<file path="src/rtl/clk_div_if.sv">
// Configuration handshake bundle for clk_div_ctrl.
// master drives the request, slave answers with cfg_ready.
interface clk_div_if #(
  parameter int CNT_W = 8
);
  logic             cfg_valid;
  logic             cfg_ready;
  logic [CNT_W-1:0] cfg_div;
  logic             cfg_en;

  modport master (
    output cfg_valid,
    output cfg_div,
    output cfg_en,
    input  cfg_ready
  );

  modport slave (
    input  cfg_valid,
    input  cfg_div,
    input  cfg_en,
    output cfg_ready
  );
endinterface

</file>
<file path="src/rtl/clk_div_ctrl.sv">
// Glitch-free runtime-programmable clock divider; updates land on period edges.
// Define CLK_DIV_DUTY50_EN for exact 50% duty on odd ratios.
module clk_div_ctrl #(
  parameter int CNT_W   = 8,
  parameter int DEF_DIV = 5
) (
  input  logic             clk,
  input  logic             rstn,
  clk_div_if.slave         cfg,
  output logic             clk_out,
  output logic             div_active,
  output logic [CNT_W-1:0] cur_div,
  output logic             cfg_err,
  output logic             period_tick
);

  typedef enum logic [1:0] {
    IDLE,
    RUN,
    PEND
  } state_t;

  state_t           state;
  state_t           state_nx;
  logic [CNT_W-1:0] cnt;
  logic [CNT_W-1:0] cnt_nx;
  logic [CNT_W-1:0] div_nx;
  logic [CNT_W-1:0] pdiv;
  logic [CNT_W-1:0] pdiv_nx;
  logic             pen;
  logic             pen_nx;
  logic             acc;
  logic             legal;
  logic             bnd;
  logic             app_en;
  logic [CNT_W-1:0] app_div;
  logic [CNT_W:0]   half_nx;
  logic             clk_p;
  logic             clk_p_nx;
  logic             tick_nx;

  always_comb begin
    acc      = cfg.cfg_valid && cfg.cfg_ready;
    legal    = acc && (cfg.cfg_div >= CNT_W'(2));
    bnd      = (state != IDLE) && (cnt == cur_div - 1'b1);
    state_nx = state;
    cnt_nx   = cnt;
    div_nx   = cur_div;
    pdiv_nx  = pdiv;
    pen_nx   = pen;
    app_en   = (state == PEND) ? pen  : cfg.cfg_en;
    app_div  = (state == PEND) ? pdiv : cfg.cfg_div;
    unique case (state)
      IDLE: begin
        if (legal) begin
          div_nx = cfg.cfg_div;
          if (cfg.cfg_en) begin
            state_nx = RUN;
            cnt_nx   = '0;
          end
        end
      end
      RUN, PEND: begin
        if (bnd) begin
          cnt_nx = '0;
          // a boundary request in RUN is applied like a pending one
          if (state == PEND || legal) begin
            pdiv_nx = '0;
            pen_nx  = 1'b0;
            if (app_en) begin
              state_nx = RUN;
              div_nx   = app_div;
            end else begin
              state_nx = IDLE;
            end
          end
        end else begin
          cnt_nx = cnt + 1'b1;
          if (state == RUN && legal) begin
            pdiv_nx  = cfg.cfg_div;
            pen_nx   = cfg.cfg_en;
            state_nx = PEND;
          end
        end
      end
      default: begin
        state_nx = IDLE;
        cnt_nx   = '0;
      end
    endcase
    // outputs are registered from next-state so they align with cnt
    half_nx  = ({1'b0, div_nx} + 1'b1) >> 1;
    clk_p_nx = (state_nx != IDLE) && ({1'b0, cnt_nx} < half_nx);
    tick_nx  = (state_nx != IDLE) && (cnt_nx == div_nx - 1'b1);
  end

  always_ff @(posedge clk or negedge rstn) begin
    if (!rstn) begin
      state         <= IDLE;
      cnt           <= '0;
      cur_div       <= CNT_W'(DEF_DIV);
      pdiv          <= '0;
      pen           <= 1'b0;
      clk_p         <= 1'b0;
      cfg.cfg_ready <= 1'b1;
      cfg_err       <= 1'b0;
      period_tick   <= 1'b0;
      div_active    <= 1'b0;
    end else begin
      state         <= state_nx;
      cnt           <= cnt_nx;
      cur_div       <= div_nx;
      pdiv          <= pdiv_nx;
      pen           <= pen_nx;
      clk_p         <= clk_p_nx;
      cfg.cfg_ready <= (state_nx != PEND);
      cfg_err       <= acc && (cfg.cfg_div < CNT_W'(2));
      period_tick   <= tick_nx;
      div_active    <= (state_nx != IDLE);
    end
  end

`ifdef CLK_DIV_DUTY50_EN
  logic clk_n;

  always_ff @(negedge clk or negedge rstn) begin
    if (!rstn) begin
      clk_n <= 1'b0;
    end else begin
      clk_n <= clk_p;
    end
  end

  assign clk_out = cur_div[0] ? (clk_p & clk_n) : clk_p;
`else
  assign clk_out = clk_p;
`endif

endmodule

</file>
<file path="src/flat_wrapper.sv">
// flat-port wrapper written by rule: the top's interface ports become plain ports
module clk_div_ctrl_flat 
#(
  parameter int CNT_W   = 8,
  parameter int DEF_DIV = 5
)
  (clk, rstn, clk_out, div_active, cur_div, cfg_err, period_tick, cfg_cfg_valid, cfg_cfg_div, cfg_cfg_en, cfg_cfg_ready);
  clk_div_if #(.CNT_W(CNT_W)) cfg_i ();
  input  logic clk;
  input  logic rstn;
  output logic clk_out;
  output logic div_active;
  output logic [CNT_W-1:0] cur_div;
  output logic cfg_err;
  output logic period_tick;
  input wire logic [$bits(cfg_i.cfg_valid)-1:0] cfg_cfg_valid;
  input wire logic [$bits(cfg_i.cfg_div)-1:0] cfg_cfg_div;
  input wire logic [$bits(cfg_i.cfg_en)-1:0] cfg_cfg_en;
  output wire logic [$bits(cfg_i.cfg_ready)-1:0] cfg_cfg_ready;
  assign cfg_i.cfg_valid = cfg_cfg_valid;
  assign cfg_i.cfg_div = cfg_cfg_div;
  assign cfg_i.cfg_en = cfg_cfg_en;
  assign cfg_cfg_ready = cfg_i.cfg_ready;
  clk_div_ctrl #(.CNT_W(CNT_W), .DEF_DIV(DEF_DIV)) u_core (.clk(clk), .rstn(rstn), .cfg(cfg_i), .clk_out(clk_out), .div_active(div_active), .cur_div(cur_div), .cfg_err(cfg_err), .period_tick(period_tick));
endmodule
</file>
<file path="config.mk">
export PLATFORM = sky130hd
export DESIGN_NAME = clk_div_ctrl_flat
export DESIGN_NICKNAME = d
export VERILOG_FILES = /design/src/rtl/clk_div_if.sv /design/src/rtl/clk_div_ctrl.sv /design/src/flat_wrapper.sv
export SDC_FILE = /design/constraint.sdc
export NUM_CORES = 1
export LEC_CHECK = 0
export CAP_MARGIN = 0
export CORE_UTILIZATION = 50
export DETAILED_ROUTE_END_ITERATION = 16
export PLACE_DENSITY = 0.73
export SYNTH_ARGS = -nofsm -noshare
export SYNTH_HDL_FRONTEND = slang
export SYNTH_SLANG_ARGS = --single-unit
</file>
<file path="constraint.sdc">
create_clock -name clk -period 13.8 [get_ports clk]
set_clock_uncertainty 0.05 [all_clocks]
set_input_delay 4.14 -clock clk [delete_from_list [all_inputs] [get_ports clk]]
set_output_delay 4.14 -clock clk [all_outputs]
set_load 0.005 [all_outputs]
</file>
After elaboration in Yosys (flattened, before gate mapping)
Cells that the tools add are included.

Output and inout bits: 13. Register bits: 32.

Reduce and logical (&&, ||, !) cells: 14. Equality and inequality tests: 6. Add/subtract/negate cells: 4. Mux-type cells: 24. Order comparisons: 3.

Operator list (count): 8-bit two-way mux (11); 8-bit case mux with 2 select lines (2); 8-bit equality test (2); 8-bit by 1-bit subtractor with 8-bit output, second input constant (2); 2-bit two-way mux (5); 8-bit by 1-bit adder with 9-bit output, second input constant (1); 8-bit by 1-bit adder with 8-bit output, second input constant (1); 8-bit by 2-bit >= comparator with 1-bit output, second input constant (1); 8-bit by 2-bit less-than comparator with 1-bit output, second input constant (1); 8-bit less-than comparator (1); 1-bit logical AND (7); 2-bit nonzero test (3); 1-bit two-way mux (5); 2-bit inequality test, second input constant (2); 2-bit case mux with 2 select lines (1); 3-bit AND reduction (1); 2-bit by 1-bit equality test with 1-bit output, second input constant (1); 2-bit equality test, second input constant (1); 2-bit zero test (1); 2-bit OR reduction (1); 1-bit logical OR (1).

Logic depth before layout (Yosys ltp)
Gate-level depths: netlist (run 1).

Word-level depth: 9. Gate-level depth with buffers: 20. Gate-level depth less buffers: 18.

Least setup slack after synthesis (run 1)
OpenSTA, ideal clock, no wires.

Path kind: input port to flip-flop. Start point: in cfg_cfg_div[4]. End point: reg u_core.clk_p (netlist: u_core.clk_out). Setup slack: 6.484 ns. Cell stages on the path: 17. Setup time: 0.125 ns. Data arrival time: 7.140 ns. Cell sequence: nor4_1 -> a21oi_1 -> clkbuf_1 -> clkbuf_1 -> a21oi_1 -> nor2_1 -> a31oi_1 -> a2bb2oi_1 -> inv_1 -> ha_1 -> nand2_1 -> nor4_1 -> xnor2_1 -> ha_1 -> a21o_1 -> a21o_1 -> a2111oi_0.

Cells in the longest elaborated chain, start to end: 9. Elaborated cells between the ends (all ways): 21.

Ends and longest elaborated chain: start: declaration (RTL line flat_wrapper.sv:17) `input wire logic [$bits(cfg_i.cfg_div)-1:0] cfg_cfg_div;`; 8-bit by 2-bit >= comparator with 1-bit output (*) (RTL line clk_div_ctrl.sv:44) `legal = acc && (cfg.cfg_div >= CNT_W'(2));`; 1-bit logical AND (*) (RTL line clk_div_ctrl.sv:44); 1-bit logical OR (RTL line clk_div_ctrl.sv:67) `if (state == PEND || legal) begin`; 8-bit two-way mux (RTL line clk_div_ctrl.sv:67); 8-bit two-way mux (RTL line clk_div_ctrl.sv:64) `if (bnd) begin`; 8-bit case mux with 2 select lines (*) (RTL line clk_div_ctrl.sv:53) `unique case (state)`; named net u_core.div_nx[0] (RTL line clk_div_ctrl.sv:27) `logic [CNT_W-1:0] div_nx;`; 8-bit by 1-bit adder with 9-bit output (*) (RTL line clk_div_ctrl.sv:92) `half_nx = ({1'b0, div_nx} + 1'b1) >> 1;`; 8-bit less-than comparator (*) (RTL line clk_div_ctrl.sv:93) `clk_p_nx = (state_nx != IDLE) && ({1'b0, cnt_nx} < half_nx);`; 1-bit logical AND (*) (RTL line clk_div_ctrl.sv:93); named net u_core.clk_p_nx (RTL line clk_div_ctrl.sv:39) `logic clk_p_nx;`; end signal: assignment (RTL line clk_div_ctrl.sv:115) `clk_p <= clk_p_nx;`; end: declaration (RTL line clk_div_ctrl.sv:38) `logic clk_p;`.

The timed path passes the listed nets; every way through them passes the cells marked *. A chain may end at the register's enable or synchronous reset.

Final worst setup path (run 1)
Ends and elaborated chain as after synthesis.

==> impl_metrics.tcl, run 1 <==
set metrics [dict create \
    total_count_of_max_transition_violations_in_the_final_report 0 \
    post-route-drc-count 0 \
    max_freq_mhz 123 \
    cts-resized-gates 0 \
    pre_antenna_drt_iters 5 \
    dieArea_um2 5780 \
    async_reset_ff_frac 1.00 \
    postCtsSetupRepairBufs 0 \
    syn_avg_cell_area_um2 8.17 \
    final_cell_count_no_fill 424 \
    cts.htree.levels 2 \
    dr_total_vias 2649 \
    max_stage_delay_ns 0.52 \
    placer_s_final_routability_congestion_estimate 0.979 \
    antenna_left 0 \
    critical_path_peak_fanout 20 \
    numCtsBuffers 5 \
    worst-endpoint-required_ns 13.91 \
    leading_cell_types_in_the_layout_fill_and_taps_excluded "nand2_1, dfrtp_1, o21ai_0, clkdlybuf4s50_1, nor2_1" \
    dp.cells 416 \
    setup_violations 0 \
    cp_slowest_cell "a21boi_1" \
    clk_pin_slew_worst_paths_ns 0.07 \
    mappedNetlistNets 362 \
    grt_start_max_net_pins 33 \
    postRouteWirelength_mm 7.51 \
    grt_use_total 0.277 \
    rsz0062_at_grt "false" \
    result_of_the_run "finished clean" \
    final_common_cell "nand2_1" \
    antenna_cells 0 \
    cts.sink_count 32 \
    setup_total_negative_slack_ns 0 \
    clk_latency_ns 0.28 \
    worst_ir_drop_vdd_mv 0.137 \
    timing.setup.critical_path_class "input pin to flop" \
    synth.yosys.warnings 0 \
    global_route_total_overflow 0 \
    critical_path.cell_chain "clkdlybuf4s50_1 -> nor4_1 -> a21oi_1 -> buf_4 -> a21boi_1 -> nor2_2 -> a31oi_1 -> a2bb2oi_1 -> inv_1 -> ha_1 -> xor2_1 -> ha_1 -> o21a_1 -> o21a_1 -> o21ai_1 -> a21oi_1 -> a2111oi_0" \
    die_w_um 76.0 \
    final_net_count 380 \
    flop_and_latch_count_out_of_synthesis 32 \
    grt_antenna_before_repair 0 \
    worst-slew-pin-transition_ns 1.03 \
    cp-end-kind "flop" \
    post_synth_instance_area_um2 2740 \
    number_of_hold_repair_buffers_added_at_the_cts_stage 0 \
    period_share 0.589 \
    power_density_nw_per_um2 233 \
    reported_leakage_power_nw 1.30 \
    timing.hold.worst.class "flop to flop" \
    drive_above_1_share 0.0876 \
    detailedRoute.firstIterationViolations 285 \
    first_global_vias 2534 \
    initial_utilization 0.526 \
    synth_enable_flop_cells 0 \
    postSynth.topFlopCell "dfrtp_1" \
    layout-area-overhead-vs-synth_pct 13.6 \
    cap_viol_max_count 0 \
    report.final.hold_viol_count 0 \
    detail_route.vias_per_cell 6.25 \
    maxSlewHeadroom 0.310 \
    avgRoutedWirePerCell_um 17.7 \
    row_count 26 \
    buffer_ports.inserted 24 \
    arr_time_crit_path_ns 8.24 \
    design.portCount 25 \
    synth-seq-area-share 0.294 \
    clock_root_buffer "clkbuf_8" \
    wire_length_of_the_first_global_routing_pass_mm 12.7 \
    period_needed_ns 8.13 \
    post_synth_num_cell_types 64 \
    place.detailed.hpwl_mm 5.63 \
    post_synth_inst_count 335 \
    cts_tree "built" \
    die-height_um 76.0 \
    timing.critical_path.from_type "input pin" \
    design.core.area_um2 5200 \
    cts_buffer_depth 2 \
]
## metrics by stage
step                setup WS, ns  cell area (um2)  hold WS [ns]   util  power [mW]
floorplan                   6.48             2740         0.394      -       0.507
global placement            5.50             3010         0.412  0.578       0.626
detailed placement          5.38             3010         0.424  0.578       0.634
CTS                         5.70             3110         0.439  0.597       0.717
global route                5.26             3110         0.466  0.597       0.783
finish                      5.67             3110         0.440  0.597       0.723
## worst max-delay path: cells and delay by family
family,cells,cell delay (ns)
buf+inv,3,0.79
xor+xnor,1,0.18
simple gates,2,0.55
fa+ha+maj,2,0.58
compound gates,9,1.99
## state kept, by name, indices dropped and copies added, names as in the netlist
| register | cells |
|---|---|
| u_core.clk_out | 1 |
| u_core.div_active | 1 |
| u_core.pdiv | 8 |
| u_core.cur_div | 8 |
| u_core.cfg.cfg_ready | 1 |
| u_core.pen | 1 |
| u_core.cfg_err | 1 |
| u_core.state | 2 |
| u_core.period_tick | 1 |
| u_core.cnt | 8 |
## power by group
group	switching (mW)	internal (mW)
logic	0.271	0.196
clock network	0.0343	0.0455
registers	0.0450	0.131
## metal layers
layer  share of wire  up-vias  wire (um)  track usage
met2            0.44      112       3310        0.427
met3           0.061       22        460       0.0407
met5               0        -          0            0
met4           0.026        0        193       0.0962
li1                -     1252          -            -
met1            0.47     1263       3540        0.397
## layout make-up
cell class	count	area [um2]
clock buffer	8	100
fill	455	2100
inverter	21	78.8
multi-input combinational	267	1780
sequential	32	805
tap	70	87.6
timing repair buffer	26	255
## cell families (layout without fill, tap and decap cells)
family | after synthesis | count (layout) | share of synthesized area
AND/OR/NAND/NOR | 127 | 127 | 0.230
AO/OA/AOI/OAI | 92 | 92 | 0.238
buffers and inverters | 36 | 55 | 0.0548
flip-flops | 32 | 32 | 0.294
XOR/XNOR | 20 | 20 | 0.0640
adder cells (fa/ha/maj) | 15 | 15 | 0.0686
multiplexers | 13 | 13 | 0.0503
## synthesized netlist by cell type (4+ instances only)
library cell,n,share of area
clkbuf_1,9,0.012
or3_1,4,0.0091
nand3_1,16,0.029
xor2_1,6,0.019
nor4_1,6,0.014
a21oi_1,12,0.022
nand4_1,6,0.014
nor2b_1,7,0.016
mux2_2,6,0.025
o211ai_1,4,0.011
o21ai_0,24,0.044
dfrtp_1,29,0.27
ha_1,15,0.069
nor2_1,22,0.030
mux2i_1,7,0.026
inv_1,20,0.027
o21a_1,4,0.011
a31oi_1,11,0.025
nand2_1,38,0.052
nor3_1,8,0.015
xnor2_1,14,0.045
nand2b_1,4,0.0091
## path summary, 6_finish.rpt
kind	cells past startpoint	to	slack (ns)	start
setup reg to reg	16	u_core.clk_out$_DFF_PN0_	8.26	u_core.cur_div[0]$_DFF_PN1_
hold / removal	2	u_core.pdiv[3]$_DFFE_PN0P_	0.44	u_core.pdiv[3]$_DFFE_PN0P_
setup / recovery	17	u_core.clk_out$_DFF_PN0_	5.67	cfg_cfg_div[4]
hold reg to reg	2	u_core.pdiv[3]$_DFFE_PN0P_	0.44	u_core.pdiv[3]$_DFFE_PN0P_
max in group asynchronous	2	u_core.cur_div[2]$_DFF_PN1_	9.16	rstn
min in group asynchronous	2	u_core.pdiv[1]$_DFFE_PN0P_	4.21	rstn
Power figures use the tool's default switching activity.
==> run 2: changes to the inputs <==
- clock period: 13.8 -> 7.95 ns (I/O delays scaled with it)
==> impl_metrics.tcl, run 2 (synthesis results as in run 1) <==
set metrics [dict create \
    clk_pin_slew_worst_paths_ns 0.07 \
    timing.setup.critical_path_class "input pin to flop" \
    postCtsSetupRepairBufs 0 \
    cts.sink_count 32 \
    detailedRoute.firstIterationViolations 254 \
    antenna_left 0 \
    maxSlewHeadroom 0.362 \
    dr_total_vias 2680 \
    place.detailed.hpwl_mm 5.62 \
    cts.htree.levels 2 \
    row_count 26 \
    worst-slew-pin-transition_ns 0.954 \
    detailroute.wirelength.met3_um 557 \
    fin_ws_ns 1.51 \
    flop_to_flop_setup_slack_ns 2.62 \
    setup_violations 0 \
    pre_antenna_drt_iters 5 \
    grt_start_max_net_pins 33 \
    timing.hold.worst.class "flop to flop" \
    period_needed_ns 6.44 \
    report.final.hold_viol_count 0 \
    grt_use_total 0.263 \
    postRouteWirelength_mm 7.37 \
    holdPathStages 2 \
    design.core.area_um2 5200 \
    design.portCount 25 \
    grt_antenna_before_repair 0 \
    result_of_the_run "finished clean" \
    post-place-ws_ns 1.26 \
    die-height_um 76.0 \
    global_route_total_overflow 0 \
    cap_viol_max_count 0 \
    detail_route.vias_per_cell 6.31 \
    post-route-drc-count 0 \
    drive_above_1_share 0.0930 \
    finalCoreUtilization 0.598 \
    worst-endpoint-required_ns 8.04 \
    max_freq_mhz 155 \
    layout-area-overhead-vs-synth_pct 13.8 \
    power_density_nw_per_um2 406 \
    first_global_vias 2405 \
    cts_buffer_depth 2 \
    wire_length_of_the_first_global_routing_pass_mm 12.0 \
    final_net_count 381 \
    clk_latency_ns 0.28 \
    setup_total_negative_slack_ns 0 \
    wl_met2_mm 3.22 \
    clock_root_buffer "clkbuf_8" \
    power_mw 1.26 \
    maxUsedRoutingLayer "met4" \
    worstRegToRegCells 18 \
    cts_tree "built" \
    number_of_hold_repair_buffers_added_at_the_cts_stage 0 \
    antenna_cells 0 \
    period_share 0.810 \
    worst_ir_drop_vdd_mv 0.240 \
    numCtsBuffers 5 \
    initial_utilization 0.526 \
    largest_registers "u_core.cnt (8), u_core.cur_div (8), u_core.pdiv (8)" \
    critical_path_peak_fanout 11 \
    reported_leakage_power_nw 1.29 \
    rsz0062_at_grt "false" \
    timing.critical_path.from_type "input pin" \
    drt-met1-wl_mm 3.43 \
    buffer_ports.inserted 24 \
    dieArea_um2 5780 \
    cts-resized-gates 0 \
    die_w_um 76.0 \
    cp-end-kind "flop" \
    placer_s_final_routability_congestion_estimate 0.915 \
    arr_time_crit_path_ns 6.53 \
    final_common_cell "nand2_1" \
    avgRoutedWirePerCell_um 17.3 \
    leading_cell_types_in_the_layout_fill_and_taps_excluded "nand2_1, dfrtp_1, o21ai_0, clkdlybuf4s50_1, nor2_1" \
    total_count_of_max_transition_violations_in_the_final_report 0 \
]
## run 2: changes by cell type in the layout (fill, tap and decap cells not counted), sizes merged
cell and delta:
buf +1, clkinvlp +2, clkbuf -2
## run 2: area by class of cell
| class | count | area (um2) |
|---|---|---|
| Fill cell | 485 | 2090 |
| Multi-Input combinational cell | 267 | 1780 |
| Sequential cell | 32 | 805 |
| Timing Repair Buffer | 27 | 263 |
| Tap cell | 70 | 87.6 |
| Clock buffer | 6 | 82.6 |
| Inverter | 21 | 78.8 |
| Clock inverter | 2 | 15.0 |
## run 2: final timing paths
| kind | end | from |
|---|---|---|
| setup / recovery | u_core.clk_out$_DFF_PN0_ | cfg_cfg_div[4] |
| hold / removal | u_core.pdiv[5]$_DFFE_PN0P_ | u_core.pdiv[5]$_DFFE_PN0P_ |
| setup reg to reg | u_core.clk_out$_DFF_PN0_ | u_core.cur_div[0]$_DFF_PN1_ |
| hold reg to reg | u_core.pdiv[5]$_DFFE_PN0P_ | u_core.pdiv[5]$_DFFE_PN0P_ |
| max in group asynchronous | u_core.cur_div[2]$_DFF_PN1_ | rstn |
| min in group asynchronous | u_core.pdiv[0]$_DFFE_PN0P_ | rstn |
## run 2: power by group
group	internal, mW	switching (mW)	total [mW]
Combinational	0.343	0.479	0.822
Sequential	0.227	0.0801	0.307
Clock	0.0700	0.0643	0.134
## run 2: metrics by stage
step	cells	hold slack, ns	cell area, um2
5_1_grt	425	0.481	3110
3_5_place_dp	417	0.422	3020
2_1_floorplan	335	0.394	2740
6_report	425	0.440	3110
3_3_place_gp	417	0.417	3020
4_1_cts	425	0.441	3110
## run 2: critical path, stage by stage
cell             delay (ns)
clkdlybuf4s50_1        0.47
nor4_1                 0.39
a21oi_1                0.31
a21boi_1               0.54
nor2_2                 0.16
a31oi_1                0.24
a2bb2oi_1              0.28
inv_1                  0.12
ha_1                   0.23
nand2_1                0.09
nor4_1                 0.06
xnor2_1                0.15
ha_1                   0.30
a21o_1                 0.18
a21o_1                 0.16
a2111oi_0              0.46
## run 2: per-layer routing
layer	vias up	GRT usage
li1	1266	-
met1	1274	0.383
met2	120	0.390
met3	20	0.0443
met4	0	0.0981
met5	-	0
==> run 3: changes to the inputs <==
- clock period: 7.95 -> 6.3 ns (I/O delays scaled with it)
==> impl_metrics.tcl, run 3 (synthesis results as in run 1) <==
set metrics [dict create \
    grt_use_total 0.268 \
    period_share 0.889 \
    buffers_inverters_on_critical_path 4 \
    avgRoutedWirePerCell_um 17.2 \
    rsz0062_at_grt "false" \
    arr_time_crit_path_ns 5.70 \
    cts.htree.levels 2 \
    die-height_um 76.0 \
    hold-worst-slack_ns 0.439 \
    clock_root_buffer "clkbuf_8" \
    antenna_cells 0 \
    maxSlewHeadroom 0.353 \
    initial_utilization 0.526 \
    detailedRoute.firstIterationViolations 270 \
    wire_length_of_the_first_global_routing_pass_mm 12.4 \
    buffer_ports.inserted 24 \
    critical-path-top-cell-by-count "buf_4" \
    design.portCount 25 \
    detail_route.vias_per_cell 6.09 \
    clk_pin_slew_worst_paths_ns 0.07 \
    final_design_area_no_fill_um2 3180 \
    dieArea_um2 5780 \
    setup_violations 0 \
    largest_registers "u_core.cnt (8), u_core.cur_div (8), u_core.pdiv (8)" \
    cpLargestDelayFamily "compound AO/OA/AOI/OAI gates" \
    die_w_um 76.0 \
    critical_path_peak_fanout 11 \
    report.final.hold_viol_count 0 \
    worst-slew-pin-transition_ns 0.967 \
    max_stage_delay_ns 0.50 \
    first_global_vias 2454 \
    timing.critical_path.from_type "input pin" \
    period_needed_ns 5.60 \
    cts-resized-gates 0 \
    result_of_the_run "finished clean" \
    grt_antenna_before_repair 0 \
    critical_path.cell_chain "clkdlybuf4s50_1 -> nor4_1 -> a21oi_1 -> buf_4 -> a21boi_1 -> buf_4 -> or3_1 -> a31oi_1 -> buf_4 -> nor3_1 -> nand3_1 -> xnor2_1 -> ha_1 -> a21o_1 -> a21o_1 -> a2111oi_0" \
    timing.setup.critical_path_class "input pin to flop" \
    design.core.area_um2 5200 \
    clk_latency_ns 0.29 \
    postCtsSetupRepairBufs 0 \
    place.detailed.hpwl_mm 5.56 \
    worst-endpoint-required_ns 6.40 \
    final_common_cell "nand2_1" \
    cap_viol_max_count 0 \
    drive_above_1_share 0.106 \
    cts_buffer_depth 2 \
    cp_slowest_cell "nor3_1" \
    power_density_nw_per_um2 518 \
    placer_s_final_routability_congestion_estimate 0.986 \
    total_count_of_max_transition_violations_in_the_final_report 0 \
    post-route-drc-count 0 \
    cp-end-kind "flop" \
    antenna_left 0 \
    reported_leakage_power_nw 1.34 \
    setup_total_negative_slack_ns 0 \
    pre_antenna_drt_iters 4 \
    numCtsBuffers 5 \
    postRouteWirelength_mm 7.38 \
    cts_tree "built" \
    cts.sink_count 32 \
    row_count 26 \
    max_freq_mhz 179 \
    timing.hold.worst.class "flop to flop" \
    dr_total_vias 2619 \
    grt_start_max_net_pins 33 \
    layout-area-overhead-vs-synth_pct 16.2 \
    leading_cell_types_in_the_layout_fill_and_taps_excluded "nand2_1, dfrtp_1, o21ai_0, clkdlybuf4s50_1, nor2_1" \
    global_route_total_overflow 0 \
    worst_ir_drop_vdd_mv 0.285 \
    post_dp_cell_area_um2 3050 \
    number_of_hold_repair_buffers_added_at_the_cts_stage 0 \
    final_net_count 386 \
]
-- run 3: worst register-to-register path: cells and delay by family (launching register included) --
| kind | cells | cell delay (ns) |
|---|---|---|
| AO/OA/AOI/OAI | 7 | 1.79 |
| flip-flops | 1 | 0.64 |
| buffers and inverters | 3 | 0.58 |
| XOR/XNOR | 1 | 0.16 |
| adder cells (fa/ha/maj) | 2 | 0.49 |
| AND/OR/NAND/NOR | 4 | 1.18 |
-- run 3: cell type report --
cell class / count / area (um2)
clock buffer: 7 / 96.3
fill: 456 / 2020
multi-input combinational: 267 / 1780
sequential: 32 / 805
timing repair buffer: 32 / 300
tap: 70 / 87.6
inverter: 21 / 78.8
clock inverter: 1 / 30.0
-- run 3: metal layers --
metal  wire length [um]  vias up  global-route usage
met5                  0        -                   0
met4                135        0              0.0865
met3                495       12              0.0503
met2               3260       96               0.411
met1               3490     1243               0.381
li1                   -     1268                   -
-- run 3: through the flow --
stage | util | std cells | worst slack (ns) | power [mW]
after floorplan | - | 335 | 1.23 | 1.11
after global placement | 0.587 | 422 | 0.564 | 1.39
after detailed placement | 0.587 | 422 | 0.412 | 1.41
after CTS | 0.611 | 430 | 0.711 | 1.64
after global routing | 0.611 | 430 | 0.354 | 1.78
final | 0.611 | 430 | 0.698 | 1.65
-- run 3: power breakdown --
| group | total [mW] | internal [mW] | leakage (nW) | switching, mW |
|---|---|---|---|---|
| logic | 1.04 | 0.443 | 0.865 | 0.601 |
| registers | 0.383 | 0.286 | 0.409 | 0.0969 |
| clock network | 0.219 | 0.140 | 0.0645 | 0.0794 |
-- run 3: worst paths after layout --
path	from	to	slack, ns	cells after the start
max in group asynchronous	rstn	u_core.cur_div[2]$_DFF_PN1_	3.92	2
min in group asynchronous	rstn	u_core.pdiv[0]$_DFFE_PN0P_	1.95	2
min reg2reg	u_core.pdiv[5]$_DFFE_PN0P_	u_core.pdiv[5]$_DFFE_PN0P_	0.44	2
min	u_core.pdiv[5]$_DFFE_PN0P_	u_core.pdiv[5]$_DFFE_PN0P_	0.44	2
max	cfg_cfg_div[4]	u_core.clk_out$_DFF_PN0_	0.70	16
max reg2reg	u_core.cur_div[0]$_DFF_PN1_	u_core.clk_out$_DFF_PN0_	1.28	17
